**src/rtl/c7bbiu_arb.sv**
```systemverilog
// c7bbiu_arb: bus-interface arbiter between the IFU and the LSU, feeding one
// memory port with at most one transaction outstanding (IDLE -> REQ -> DATA).
// Build option: define C7B_BIU_RR_EN for round-robin arbitration; when it is
// undefined, the LSU always has priority over the IFU.
module c7bbiu_arb #(
  parameter int AW = 32,
  parameter int DW = 32
) (
  input  logic          clk,
  input  logic          resetn,
  input  logic          ifu_biu_req,
  input  logic [AW-1:0] ifu_biu_addr,
  output logic          biu_ifu_ack,
  output logic          biu_ifu_data_valid,
  input  logic          lsu_biu_req,
  input  logic          lsu_biu_wr,
  input  logic [AW-1:0] lsu_biu_addr,
  input  logic [DW-1:0] lsu_biu_wdata,
  output logic          biu_lsu_ack,
  output logic          biu_lsu_data_valid,
  output logic          biu_mem_req,
  output logic          biu_mem_wr,
  output logic [AW-1:0] biu_mem_addr,
  output logic [DW-1:0] biu_mem_wdata,
  input  logic          mem_biu_ack,
  input  logic          mem_biu_data_valid,
  input  logic [DW-1:0] mem_biu_rdata,
  output logic [DW-1:0] biu_rdata,
  input  logic          exu_biu_except
);

  typedef enum logic [1:0] {
    IDLE = 2'd0,
    REQ  = 2'd1,
    DATA = 2'd2
  } state_t;

  state_t        state_q, state_d;
  logic          owner_q, owner_d;      // 1 = LSU owns the transaction, 0 = IFU
  logic          kill_q, kill_d;        // IFU responses dropped after a flush
  logic          mem_req_q, mem_req_d;
  logic [AW-1:0] addr_q, addr_d;
  logic          wr_q, wr_d;
  logic [DW-1:0] wdata_q, wdata_d;

  logic          ifu_elig, lsu_elig, grant, grant_lsu, ifu_fwd_ok;

`ifdef C7B_BIU_RR_EN
  logic          last_ifu_q, last_ifu_d; // 1 = most recent grant went to the IFU
`endif

  // Arbitration: a flushed IFU request cannot win in the cycle of the flush.
  always_comb begin
    ifu_elig  = ifu_biu_req & ~exu_biu_except;
    lsu_elig  = lsu_biu_req;
    grant     = (state_q == IDLE) & (ifu_elig | lsu_elig);
`ifdef C7B_BIU_RR_EN
    grant_lsu = lsu_elig & (~ifu_elig | last_ifu_q);
    last_ifu_d = grant ? ~grant_lsu : last_ifu_q;
`else
    grant_lsu = lsu_elig;
`endif
  end

  // Next-state logic: grant and latch in IDLE, wait for accept, wait for completion.
  always_comb begin
    state_d   = state_q;
    owner_d   = owner_q;
    kill_d    = kill_q;
    mem_req_d = mem_req_q;
    addr_d    = addr_q;
    wr_d      = wr_q;
    wdata_d   = wdata_q;
    case (state_q)
      IDLE: begin
        kill_d = 1'b0;
        if (grant) begin
          state_d   = REQ;
          owner_d   = grant_lsu;
          mem_req_d = 1'b1;
          addr_d    = grant_lsu ? lsu_biu_addr : ifu_biu_addr;
          wr_d      = grant_lsu & lsu_biu_wr;
          wdata_d   = lsu_biu_wdata;
        end
      end
      REQ: begin
        if (exu_biu_except && !owner_q) kill_d = 1'b1;
        // An accept wins over a same-cycle completion, which is not ours yet.
        if (mem_biu_ack) begin
          state_d   = DATA;
          mem_req_d = 1'b0;
        end
      end
      DATA: begin
        if (exu_biu_except && !owner_q) kill_d = 1'b1;
        if (mem_biu_data_valid) begin
          state_d = IDLE;
          kill_d  = 1'b0;
        end
      end
      default: begin
        state_d   = IDLE;
        mem_req_d = 1'b0;
        kill_d    = 1'b0;
      end
    endcase
  end

  // Control state register with synchronous active-low reset.
  always_ff @(posedge clk) begin
    if (!resetn) begin
      state_q   <= IDLE;
      owner_q   <= 1'b0;
      kill_q    <= 1'b0;
      mem_req_q <= 1'b0;
    end else begin
      state_q   <= state_d;
      owner_q   <= owner_d;
      kill_q    <= kill_d;
      mem_req_q <= mem_req_d;
    end
  end

`ifdef C7B_BIU_RR_EN
  // Round-robin pointer; after reset the IFU counts as the last grantee.
  always_ff @(posedge clk) begin
    if (!resetn) last_ifu_q <= 1'b1;
    else         last_ifu_q <= last_ifu_d;
  end
`endif

  // Request latches; their contents only matter while a transaction is live.
  always_ff @(posedge clk) begin
    addr_q  <= addr_d;
    wr_q    <= wr_d;
    wdata_q <= wdata_d;
  end

  // Response steering: pulses only to the owner, IFU gated by flush and kill.
  always_comb begin
    ifu_fwd_ok         = ~owner_q & ~kill_q & ~exu_biu_except;
    biu_ifu_ack        = (state_q == REQ)  & mem_biu_ack        & ifu_fwd_ok;
    biu_lsu_ack        = (state_q == REQ)  & mem_biu_ack        & owner_q;
    biu_ifu_data_valid = (state_q == DATA) & mem_biu_data_valid & ifu_fwd_ok;
    biu_lsu_data_valid = (state_q == DATA) & mem_biu_data_valid & owner_q;
    biu_mem_req        = mem_req_q;
    biu_mem_wr         = wr_q;
    biu_mem_addr       = addr_q;
    biu_mem_wdata      = wdata_q;
    biu_rdata          = mem_biu_rdata;
  end

endmodule

```
**config.mk**
```make
export PLATFORM = sky130hd
export DESIGN_NAME = c7bbiu_arb
export DESIGN_NICKNAME = d
export VERILOG_FILES = /design/src/rtl/c7bbiu_arb.sv
export SDC_FILE = /design/constraint.sdc
export NUM_CORES = 1
export LEC_CHECK = 0
export BUFFER_PORTS_ARGS = -buffer_cell sky130_fd_sc_hd__buf_2
export CAP_MARGIN = 20
export CORE_MARGIN = 1
export CORE_UTILIZATION = 30
export DETAILED_ROUTE_END_ITERATION = 12
export GPL_TIMING_DRIVEN = 0
export PLACE_DENSITY = 0.61
export SYNTH_ARGS = -nofsm -noshare
export SYNTH_HDL_FRONTEND = slang
export SYNTH_SLANG_ARGS = --single-unit
```
**constraint.sdc**
```tcl
create_clock -name clk -period 7.25 [get_ports clk]
set_clock_uncertainty 0.15 [all_clocks]
set_input_delay 0.725 -clock clk [delete_from_list [all_inputs] [get_ports clk]]
set_output_delay 0.725 -clock clk [all_outputs]
set_load 0.05 [all_outputs]
```
======== Word level (Yosys, flattened, before mapping) ========
Cells that the tools add are included.
word-level totals
  register bits after elaboration ......... 70
  input bits .............................. 136
  output and inout port bits .............. 102
operators by class
  eq/ne operators ......................... 5
  multiplexer cells ....................... 11
  bitwise operators ....................... 16
  reductions and logical operators ........ 6
operators by type and width
  cell                                                 count
  two-way mux 32 bit                                   1
  AND 1 bit                                            11
  two-way mux 2 bit                                    3
  inequality test 2 bit, second input constant         3
  case mux 2 bit (3 select lines)                      1
  AND reduction 3 bit                                  2
  two-way mux 1 bit                                    4
  NOT 1 bit                                            4
  case mux 1 bit (3 select lines)                      1
  equality test 2 x 1 -> 1 bit, second input constant  1
  equality test 2 bit, second input constant           1
  logical NOT 2 bit                                    1
  case mux 1 bit (2 select lines)                      1
  AND reduction 2 bit                                  1
  logical AND 1 bit                                    1
  logical NOT 1 bit                                    1
  OR 1 bit                                             1

======== Depth between registers and ports, before layout ========
Gate-level depths: netlist of run 1.
  depth in word-level cells ............... 6
  depth in mapped cells ................... 5

======== Worst setup path after synthesis of run 1 ========
No wires, ideal clock.
  path type ............................... input to register
  start ................................... in exu_biu_except
  end ..................................... reg owner_q
  arrival time ............................ 6085 ps
  setup slack ............................. 651 ps
  cell stages on the path ................. 3
  path buffers ............................ 0
  path through ............................ nand2b_4 -> a21boi_0 -> o21ai_0
on the way
  word-level cells in the longest chain between the ends .. 5
ends and longest elaborated chain
  item                                  line  source
  from (decl)                           29    input logic exu_biu_except
  NOT 1 bit                             54    ifu_elig = ifu_biu_req & ~exu_biu_except;
  AND 1 bit                             54
  OR 1 bit                              56    grant = (state_q == IDLE) & (ifu_elig | lsu_elig);
  AND 1 bit                             56
  AND reduction 2 bit (no source line)  -
  to (signal assigned)                  118   owner_q <= owner_d;
  to (decl)                             39    logic owner_q, owner_d;
No other way between the ends.
A chain may end at the register's enable or synchronous reset.

======== Final worst setup path of run 1 ========
  start ................................... reg state_q[1]
  end ..................................... out biu_ifu_ack
on the way
  word-level cells in the longest chain between the ends .. 3
ends and longest elaborated chain
  item                          line  source
  from (decl)                   38    state_t state_q, state_d;
  from (signal assigned)        117   state_q <= state_d;
  equality test 2 x 1 -> 1 bit  142   biu_ifu_ack = (state_q == REQ) & mem_biu_ack & ifu_fwd_ok;
  AND 1 bit (2 in a row)        142
  to (decl)                     13    output logic biu_ifu_ack,
No other way between the ends.

==> flow_metrics.env, run 1 <==
export IMPL_rsz0062_at_grt="false"
export IMPL_r2r_slack_ns=5.23
export IMPL_start_util=0.315
export IMPL_path_max_fanout=4
export IMPL_end_kind="output port"
export IMPL_r2r_start="state_q[1]"
export IMPL_period_share=0.343
export IMPL_ctsHtreeMaxLevel=3
export IMPL_fp_dieW_microns=101
export IMPL_pre_cts_slack_ns=4.91
export IMPL_clockRootBuffer="clkbuf_8"
export IMPL_hold_viol_final=0
export IMPL_setup_violations=0
export IMPL_grt_pass1_vias=2057
export IMPL_crit_start="state_q[1]"
export IMPL_ys_seq_area_frac=0.696
export IMPL_io_pins=238
export IMPL_r2r_cells=4
export IMPL_max_slew_worst_pin_slew_ns=0.648
export IMPL_grt_usage=0.129
export IMPL_fmax_mhz=402
export IMPL_yosys_warnings=0
export IMPL_async_reset_ff_frac=0
export IMPL_met2WireLength_microns=3460
export IMPL_port_buffers=204
export IMPL_finalHoldWorstSlack_ns=0.325
export IMPL_cap_violations=0
export IMPL_synth_largest_area_cell="edfxtp_1"
export IMPL_coreArea_sq_um=9370
export IMPL_p_leak_nw=2.02
export IMPL_worst_ep_arrival_time_ns=1.61
export IMPL_synth_top_area_share=0.662
export IMPL_ys_top_cells_by_area="edfxtp_1 66%, mux2_2 12%, buf_4 8.4%"
export IMPL_grt_max_degree=29
export IMPL_synthCells=173
export IMPL_met3_length_microns=724
export IMPL_clock_insertion_delay_worst_skew_ns=0.33
export IMPL_synth_commonest_cells="65 x edfxtp_1, 33 x buf_4, 32 x mux2_2"
export IMPL_max_vdd_ir_drop_mv=0.0942
export IMPL_cts_resized=0
export IMPL_hpwl_microns=5260
export IMPL_vias=2193
export IMPL_gp_congestion=0.737
export IMPL_drc_errors=0
export IMPL_area_growth_pct=48.7
export IMPL_seqCellArea_sq_um=2050
export IMPL_cts_sinks=70
export IMPL_synth_edf_count=65
export IMPL_avgRoutedWirePerCell_microns=13.0
export IMPL_drt_iter0_markers=73
export IMPL_syn_area_sq_um=2950
export IMPL_die_h_microns=101
export IMPL_fin_nets=530
export IMPL_p_per_area_nw_per_um2=289
export IMPL_hold_end="biu_mem_req"
export IMPL_wl_microns=6790
export IMPL_synth_most_common_cell="edfxtp_1"
export IMPL_r2r_end="biu_mem_addr[21]"
export IMPL_drt_met1_wl_microns=2520
export IMPL_fin_ws_ns=4.76
export IMPL_ant_nets=0
export IMPL_status="finished, final reports clean"
export IMPL_start_kind="flip-flop"
export IMPL_post_cts_buffers=0
export IMPL_clkTransAtPathRegs_ns=0.08
export IMPL_gr_total_overflow=0
export IMPL_crit_required_ns=6.38
export IMPL_crit_type="flip-flop to output port"
export IMPL_holdPathStages=1
export IMPL_numCtsBuffers=9
export IMPL_yosysUniqueCellTypes=29
export IMPL_cts_buffer_depth=2
export IMPL_ctsHoldBuffers=0
export IMPL_diodes=0
export IMPL_cts_tree="built"
export IMPL_syn_area_per_cell_sq_um=17.0
export IMPL_hold_class="flip-flop to flip-flop"
export IMPL_viasPerCell=4.19
export IMPL_dieArea_sq_um=10200
export IMPL_min_period_ns=2.49
export IMPL_antenna_found_initial=0
export IMPL_ys_flop_type="edfxtp_1"
export IMPL_slew_limit_headroom=0.567
export IMPL_report_final_slew_viol_count=0
export IMPL_fillers=872
export IMPL_drtPass1Iterations=4
export IMPL_drive_gt1_frac=0.749
export IMPL_syn_nets=313
export IMPL_grt_pass1_wl_microns=9780
export IMPL_synth_seq_cells=70
export IMPL_multi_input_area_sq_um=616
export IMPL_rows=35
export IMPL_worstHoldStart="biu_mem_req"
export IMPL_top_layer_used="met4"
-- power breakdown --
group          leakage [nW]  internal (W)  total, W  switching [W]
registers             0.671      0.000518  0.000533      0.0000146
logic                  1.25      0.000112  0.000423       0.000311
clock network        0.0956      0.000159  0.000312       0.000152
total                  2.02      0.000790   0.00127       0.000478
-- per-layer routing --
metal	vias to the layer above	global-route usage
li1	1045	-
met1	992	0.134
met2	150	0.238
met3	6	0.0455
met4	0	0.0468
met5	-	0
-- how the worst max path moves through the flow --
stage	cells after the start	slack, ns	end
2_1_floorplan	3	0.65	owner_q
3_3_place_gp	4	-1.96	owner_q
3_5_place_dp	4	4.91	biu_mem_addr[13]
4_1_cts	5	4.73	biu_ifu_ack
5_1_grt	5	4.63	biu_ifu_ack
6_report	5	4.76	biu_ifu_ack
-- sequential cells by signal, indices dropped and copies added, names as in the netlist --
| signal | count |
|---|---|
| biu_mem_addr | 32 |
| kill_q | 1 |
| state_q | 2 |
| biu_mem_wr | 1 |
| owner_q | 1 |
| biu_mem_req | 1 |
| biu_mem_wdata | 32 |
-- kinds of logic (layout without fill, tap and decap cells) --
group / count (synthesis) / count (layout) / synth area share
flops: 70 / 70 / 0.696
buf+inv: 39 / 261 / 0.0993
mux: 33 / 33 / 0.126
simple gates: 17 / 17 / 0.0356
compound gates: 10 / 10 / 0.0267
fa+ha+maj: 4 / 4 / 0.0170
-- stage by stage --
step                      cells  total power [W]  cell area, sq um  TNS, ns  utilization
after global placement      506         0.000972              4130  -102.54        0.441
final                       524          0.00127              4390        0        0.468
after global routing        524          0.00133              4390        0        0.468
after floorplan             173         0.000866              2950        0            -
after CTS                   524          0.00129              4390        0        0.468
after detailed placement    508         0.000971              4190        0        0.447
-- final cells by class --
cell class	instances	area share
plain buffers	36	0.0642
clock buffers	9	0.0282
clock inverters	7	0.0165
inverters	3	0.00257
multi-input cells	64	0.140
flip-flops and latches	70	0.468
well taps	129	0.0368
repair buffers	206	0.244
-- placed cells by master, fill, tap and decap left out --
| cell | netlist | routed |
|---|---|---|
| buf_2 | 0 | 204 |
| edfxtp_1 | 65 | 65 |
| buf_4 | 33 | 33 |
| mux2_2 | 32 | 32 |
| clkbuf_8 | 0 | 9 |
| nand2_1 | 6 | 6 |
| dfxtp_1 | 5 | 5 |
| ha_1 | 4 | 4 |
| buf_6 | 3 | 3 |
| inv_1 | 2 | 2 |
| nor4_1 | 2 | 2 |
| and3_1 | 2 | 2 |
| clkinvlp_4 | 0 | 2 |
| clkinv_2 | 0 | 2 |
| inv_2 | 1 | 1 |
| nand2b_4 | 1 | 1 |
| a21boi_4 | 0 | 1 |
| and2_1 | 1 | 1 |
| nor2b_4 | 1 | 1 |
| nor2b_2 | 1 | 1 |
| a211o_1 | 1 | 1 |
| o31ai_1 | 1 | 1 |
| a21oi_1 | 1 | 1 |
| a311oi_2 | 1 | 1 |
| mux2i_1 | 1 | 1 |
| nand3_1 | 1 | 1 |
| o21ai_0 | 1 | 1 |
| nor2b_1 | 1 | 1 |
| o22ai_1 | 1 | 1 |
| nor2_1 | 1 | 1 |
| a211oi_1 | 1 | 1 |
| o31a_1 | 1 | 1 |
| o21a_1 | 1 | 1 |
| inv_6 | 0 | 1 |
| clkinv_4 | 0 | 1 |
| bufinv_16 | 0 | 1 |
| buf_16 | 0 | 1 |
| buf_12 | 0 | 1 |
-- worst max-delay path: stages, from the launching register on --
cell and delay [ns]:
dfxtp_1 0.33, inv_1 0.11, ha_1 0.23, nand2_1 0.07
nor4_1 0.22, buf_2 0.33
(Power assumes the default switching activity.)
==> inputs of run 2 (changes only) <==
--- a/config.mk
+++ b/config.mk
@@ -5,13 +5,14 @@
 export SDC_FILE = /design/constraint.sdc
 export NUM_CORES = 1
 export LEC_CHECK = 0
+export ABC_AREA = 1
 export BUFFER_PORTS_ARGS = -buffer_cell sky130_fd_sc_hd__buf_2
 export CAP_MARGIN = 20
 export CORE_MARGIN = 1
 export CORE_UTILIZATION = 30
 export DETAILED_ROUTE_END_ITERATION = 12
 export GPL_TIMING_DRIVEN = 0
-export PLACE_DENSITY = 0.61
+export PLACE_DENSITY = 0.64
 export SYNTH_ARGS = -nofsm -noshare
 export SYNTH_HDL_FRONTEND = slang
 export SYNTH_SLANG_ARGS = --single-unit
==> constraint.sdc (replaced) <==
create_clock -name clk -period 2.09 [get_ports clk]
set_clock_uncertainty 0.15 [all_clocks]
set_input_delay 0.209 -clock clk [delete_from_list [all_inputs] [get_ports clk]]
set_output_delay 0.209 -clock clk [all_outputs]
set_load 0.05 [all_outputs]
==> run 2 against run 1 <==
  * Global-route usage is 5.0 points higher
  * First-iteration DRC count is 18% higher
  * Via count is 32% higher
  * Clock-buffer cell count stayed put
  * Core utilization is 9.9 points higher
  * Sequential share of layout area is 8.1 points lower
  * Sequential power grew to 3.7 times the previous value
  * Area after synthesis is 0.21% higher
  * Non-clock buffer count is 93 higher
  * Clock power grew to 3.8 times the previous value
  * Critical path type unchanged
==> flow_metrics.env, run 2 <==
export IMPL_gr_total_overflow=0
export IMPL_antenna_found_initial=0
export IMPL_synthCells=254
export IMPL_synth_compound_area_frac=0.0127
export IMPL_hpwl_microns=6220
export IMPL_io_pins=238
export IMPL_synth_largest_area_cell="edfxtp_1"
export IMPL_seqCellArea_sq_um=2050
export IMPL_top_usage_layer="met2"
export IMPL_crit_required_ns=1.73
export IMPL_hold_viol_final=0
export IMPL_drt_iter0_markers=86
export IMPL_synth_edf_count=65
export IMPL_start_kind="flip-flop"
export IMPL_crit_chain="inv_2 -> ha_1 -> inv_1 -> nor3_1 -> buf_2"
export IMPL_slew_limit_headroom=0.586
export IMPL_grt_met2_usage=0.350
export IMPL_synth_xor_area_frac=0
export IMPL_final_cells=695
export IMPL_start_util=0.315
export IMPL_ys_flop_type="edfxtp_1"
export IMPL_clockRootBuffer="clkbuf_8"
export IMPL_drtPass1Iterations=4
export IMPL_vias=2887
export IMPL_layout_commonest_cell="buf_2"
export IMPL_critPathMaxStageDelay_ns=0.35
export IMPL_syn_nets=394
export IMPL_min_period_ns=1.92
export IMPL_post_cts_buffers=0
export IMPL_layout_common_cells="209 x buf_2, 109 x nand2_1, 91 x dlygate4sd3_1, 65 x edfxtp_1, 33 x buf_4"
export IMPL_p_per_area_nw_per_um2=957
export IMPL_hold_class="input pin to flip-flop"
export IMPL_fillers=801
export IMPL_p_leak_nw=2.61
export IMPL_grt_pass1_vias=2902
export IMPL_cts_buffer_depth=2
export IMPL_port_buffers=204
export IMPL_numCtsBuffers=9
export IMPL_path_max_fanout=4
export IMPL_syn_area_sq_um=2960
export IMPL_cts_tree="built"
export IMPL_grt_pass1_wl_microns=13400
export IMPL_avgRoutedWirePerCell_microns=13.8
export IMPL_met1_usage=0.169
export IMPL_fmax_mhz=521
export IMPL_clkTransAtPathRegs_ns=0.08
export IMPL_syn_area_per_cell_sq_um=11.6
export IMPL_synth_commonest_cells="110 x nand2_1, 65 x edfxtp_1, 33 x buf_4"
export IMPL_r2r_slack_ns=0.26
export IMPL_crit_slowest_cell="dfxtp_2"
export IMPL_ys_seq_area_frac=0.694
export IMPL_status="finished, final reports clean"
export IMPL_end_kind="output port"
export IMPL_multi_input_area_sq_um=586
export IMPL_drc_errors=0
export IMPL_area_growth_pct=79.7
export IMPL_synthAdderAreaFrac=0.0169
export IMPL_dieArea_sq_um=10300
export IMPL_synth_simple_area_share=0.162
export IMPL_synth_mux_area_frac=0
export IMPL_worst_ep_arrival_time_ns=1.56
export IMPL_drive_gt1_frac=0.481
export IMPL_fin_nets=702
export IMPL_cts_sinks=70
export IMPL_ant_nets=0
export IMPL_period_share=0.918
export IMPL_worst_path_buf_inv=3
export IMPL_gp_congestion=0.769
export IMPL_viasPerCell=4.15
export IMPL_synth_most_common_cell="nand2_1"
export IMPL_die_h_microns=101
export IMPL_rows=35
export IMPL_grt_util_met3=0.0621
export IMPL_yosysUniqueCellTypes=20
export IMPL_fin_util=0.567
export IMPL_setup_violations=0
export IMPL_clock_insertion_delay_worst_skew_ns=0.34
export IMPL_crit_type="flip-flop to output port"
export IMPL_diodes=0
export IMPL_crit_family="buffers and inverters"
export IMPL_synth_top_family_by_area="simple AND/OR/NAND/NOR gates"
export IMPL_grt_usage=0.178
export IMPL_max_slew_worst_pin_slew_ns=0.618
export IMPL_ys_top_cells_by_area="edfxtp_1 66%, nand2_1 14%, buf_4 8.4%"
export IMPL_max_vdd_ir_drop_mv=0.346
export IMPL_wl_microns=9610
export IMPL_grt_max_degree=43
export IMPL_rsz0062_at_grt="false"
export IMPL_fp_dieW_microns=101
export IMPL_synth_top_area_share=0.660
export IMPL_place_inst=588
export IMPL_coreArea_sq_um=9370
export IMPL_yosys_warnings=0
export IMPL_cap_violations=0
export IMPL_async_reset_ff_frac=0
export IMPL_report_final_slew_viol_count=0
export IMPL_ctsHtreeMaxLevel=3
export IMPL_synth_seq_cells=70
[run 2: changes by cell type in the layout (fill, tap and decap cells not counted), sizes merged, moves of 3 or more]
| cell | before | now |
|---|---|---|
| inv | 4 | 12 |
| nor3 | 0 | 4 |
| nor2b | 3 | 0 |
| nand2 | 6 | 112 |
| nor2 | 1 | 4 |
| dlygate4sd3 | 0 | 91 |
| mux2 | 32 | 0 |
[run 2: what timing repair did]
action | CTS | global route
endpoints found under the hold margin | 66 | 0
setup endpoints to repair | 0 | 36
resized for setup | 0 | 0
hold buffers | 91 | 0
[run 2: per-stage QoR]
stage | setup TNS (ns) | total power (W) | hold slack [ns] | instance area (sq um) | worst slack (ns)
final | 0 | 0.00508 | 0.0137 | 5310 | 0.172
after global routing | 0 | 0.00529 | 0.0164 | 5310 | 0.0798
after CTS | 0 | 0.00511 | 0.000585 | 5310 | 0.0425
after detailed placement | 0 | 0.00378 | 0.237 | 4180 | 0.0641
after global placement | -30.77 | 0.00374 | 0.236 | 4160 | -0.477
after floorplan | 0 | 0.00332 | 0.158 | 2980 | 0.00228
[run 2: cell families after synthesis]
family	Yosys count
AO/OA/AOI/OAI	6
adder cells (fa/ha/maj)	4
buffers and inverters	52
flip-flops	70
AND/OR/NAND/NOR	122
[run 2: layout make-up]
cell class | instances | area share
Timing Repair inverter | 1 | 0.000943
Timing Repair Buffer | 296 | 0.368
Inverter | 13 | 0.0108
Multi-Input combinational cell | 132 | 0.110
Tap cell | 129 | 0.0304
Buffer | 39 | 0.0535
Clock buffer | 9 | 0.0233
Clock inverter | 6 | 0.0165
Sequential cell | 70 | 0.387
[run 2: final timing paths]
kind	start	to	cells after the start
worst max register to register	state_q[1]	biu_mem_addr[31]	4
worst min-delay path	lsu_biu_addr[25]	biu_mem_addr[25]	3
worst max-delay path	state_q[0]	biu_ifu_data_valid	5
worst min register to register	state_q[0]	state_q[0]	2
[run 2: power breakdown]
group	switching (W)	total (W)	internal (W)
clock network	0.000509	0.00117	0.000665
registers	0.0000747	0.00195	0.00187
logic	0.00143	0.00196	0.000525
total	0.00202	0.00508	0.00306
[run 2: tightest hold or removal path: stages]
cell and delay, ns:
buf_2 0.07, nand2_1 0.05, nand2_1 0.06
[run 2: metal layers]
metal  vias to the layer above  wire (microns)
li1                       1414               -
met3                        11             934
met2                       171            5110
met5                         -               0
met1                      1291            3480
met4                         0              98
==> inputs of run 3 (changes only) <==
--- a/config.mk
+++ b/config.mk
@@ -9,10 +9,11 @@
 export BUFFER_PORTS_ARGS = -buffer_cell sky130_fd_sc_hd__buf_2
 export CAP_MARGIN = 20
 export CORE_MARGIN = 1
-export CORE_UTILIZATION = 30
+export CORE_UTILIZATION = 35
 export DETAILED_ROUTE_END_ITERATION = 12
 export GPL_TIMING_DRIVEN = 0
-export PLACE_DENSITY = 0.64
+export PLACE_DENSITY = 0.73
+export REMOVE_ABC_BUFFERS = 1
 export SYNTH_ARGS = -nofsm -noshare
 export SYNTH_HDL_FRONTEND = slang
 export SYNTH_SLANG_ARGS = --single-unit
==> run 3 against run 2 <==
  * Final cell count shrank 14%
  * Routed wire length up 10%
  * Sequential share of layout area grew 4.2 points
  * Global-route usage is 5.8 points higher
  * Core utilization grew 1.9 points
  * Die area is 14% lower
  * Register-to-register slack got worse by 0.03 ns
  * Critical path depth stayed put
  * Non-clock buffer count is 74 lower
  * Flip-flop and latch count unchanged
  * Final area is 9.9% lower
  * Critical path type unchanged
  * Largest cell class is now flip-flops and latches
==> flow_metrics.env, run 3 (synthesized netlist as in run 2, its figures left out) <==
export IMPL_path_max_fanout=4
export IMPL_setup_violations=0
export IMPL_hpwl_microns=6960
export IMPL_cts_tree="built"
export IMPL_place_inst=494
export IMPL_dieArea_sq_um=8820
export IMPL_min_period_ns=1.91
export IMPL_cts_sinks=70
export IMPL_report_final_slew_viol_count=0
export IMPL_p_total_w=0.00489
export IMPL_wl_microns=10600
export IMPL_drc_errors=0
export IMPL_drive_gt1_frac=0.398
export IMPL_max_vdd_ir_drop_mv=0.369
export IMPL_grt_pass1_wl_microns=14400
export IMPL_clock_insertion_delay_worst_skew_ns=0.34
export IMPL_start_kind="flip-flop"
export IMPL_fin_nets=627
export IMPL_viasPerCell=4.50
export IMPL_final_cells=597
export IMPL_dpl_cell_area_sq_um=3690
export IMPL_gr_total_overflow=0
export IMPL_status="finished, final reports clean"
export IMPL_drt_iter0_markers=84
export IMPL_p_leak_nw=2.28
export IMPL_slew_limit_headroom=0.714
export IMPL_crit_start="state_q[1]"
export IMPL_p_per_area_nw_per_um2=1020
export IMPL_coreArea_sq_um=8180
export IMPL_gp_congestion=0.774
export IMPL_crit_chain="inv_1 -> ha_1 -> inv_1 -> nor3_1 -> buf_2"
export IMPL_clkTransAtPathRegs_ns=0.08
export IMPL_crit_top_cell="inv_1"
export IMPL_ctsHtreeMaxLevel=3
export IMPL_hold_viol_final=0
export IMPL_diodes=0
export IMPL_r2r_start="state_q[0]"
export IMPL_io_pins=238
export IMPL_pre_cts_slack_ns=-0.420
export IMPL_fmax_mhz=523
export IMPL_start_util=0.361
export IMPL_post_cts_buffers=0
export IMPL_crit_required_ns=1.73
export IMPL_crit_type="flip-flop to output port"
export IMPL_drtPass1Iterations=6
export IMPL_fp_dieW_microns=93.9
export IMPL_antenna_found_initial=0
export IMPL_cts_buffer_depth=2
export IMPL_grt_max_degree=48
export IMPL_fin_ws_ns=0.177
export IMPL_critPathMaxStageDelay_ns=0.32
export IMPL_worstHoldStart="lsu_biu_addr[8]"
export IMPL_multi_input_area_sq_um=566
export IMPL_cap_violations=0
export IMPL_end_kind="output port"
export IMPL_layout_commonest_cell="buf_2"
export IMPL_layout_common_cells="172 x buf_2, 110 x nand2_1, 87 x dlygate4sd3_1, 65 x edfxtp_1, 11 x inv_1"
export IMPL_fillers=694
export IMPL_port_buffers=173
export IMPL_numCtsBuffers=9
export IMPL_max_slew_worst_pin_slew_ns=0.430
export IMPL_clockRootBuffer="clkbuf_8"
export IMPL_worst_ep_arrival_time_ns=1.55
export IMPL_period_share=0.915
export IMPL_die_h_microns=93.9
export IMPL_rows=33
export IMPL_rsz0062_at_grt="false"
export IMPL_area_growth_pct=61.9
export IMPL_grt_pass1_vias=2606
export IMPL_stdcell_area_sq_um=4790
export IMPL_vias=2688
export IMPL_hold_class="input pin to flip-flop"
export IMPL_avgRoutedWirePerCell_microns=17.8
export IMPL_seqCellArea_sq_um=2050
export IMPL_ant_nets=0
export IMPL_grt_usage=0.237
export IMPL_crit_slowest_cell="dfxtp_1"
==> run 3: where the power goes <==
| group | total, W | internal (W) | switching [W] |
|---|---|---|---|
| sequential | 0.00195 | 0.00187 | 0.0000793 |
| combinational | 0.00172 | 0.000441 | 0.00128 |
| clock | 0.00122 | 0.000676 | 0.000545 |
==> run 3: per-stage QoR <==
step / utilization / hold slack [ns] / setup TNS, ns
6_report: 0.585 / 0.0172 / 0
3_5_place_dp: 0.451 / 0.238 / -21.98
2_1_floorplan: - / 0.158 / -29.47
4_1_cts: 0.585 / 0.00252 / 0
3_3_place_gp: 0.449 / 0.236 / -102.40
5_1_grt: 0.585 / 0.00771 / 0
==> run 3: critical path, delay by kind of cell (launching register included) <==
kind,cells,cell delay (ns)
DFF,1,0.32
buffers and inverters,3,0.48
adders and majority gates,1,0.19
and+or+nand+nor,1,0.22
==> run 3: area by class of cell <==
type | instances | area share
clock inverters | 7 | 0.0204
inverters | 13 | 0.0118
well taps | 105 | 0.0275
multi-input cells | 132 | 0.118
clock buffers | 9 | 0.0259
repair buffers | 261 | 0.368
flip-flops and latches | 70 | 0.429
==> run 3: timing repair <==
| item | 4_1_cts | 5_1_grt |
|---|---|---|
| endpoints found under the hold margin | 66 | 0 |
| gates resized for setup | 1 | 2 |
| hold buffers | 87 | 0 |
| setup endpoints to repair | 47 | 47 |
==> run 3: final timing paths <==
path                           end  slack [ns]  depth (start not counted)
setup / recovery       biu_ifu_ack        0.18                          5
hold / removal     biu_mem_addr[8]        0.02                          3
setup reg to reg  biu_mem_wdata[7]        0.23                          5
hold reg to reg        biu_mem_req        0.32                          2
==> run 3: metal layers <==
metal	share of wire	vias to the layer above	global-route usage
met5	0.0054	-	0.0513
met4	0.028	2	0.118
met3	0.14	22	0.155
met2	0.50	170	0.401
met1	0.33	1228	0.211
li1	-	1266	-
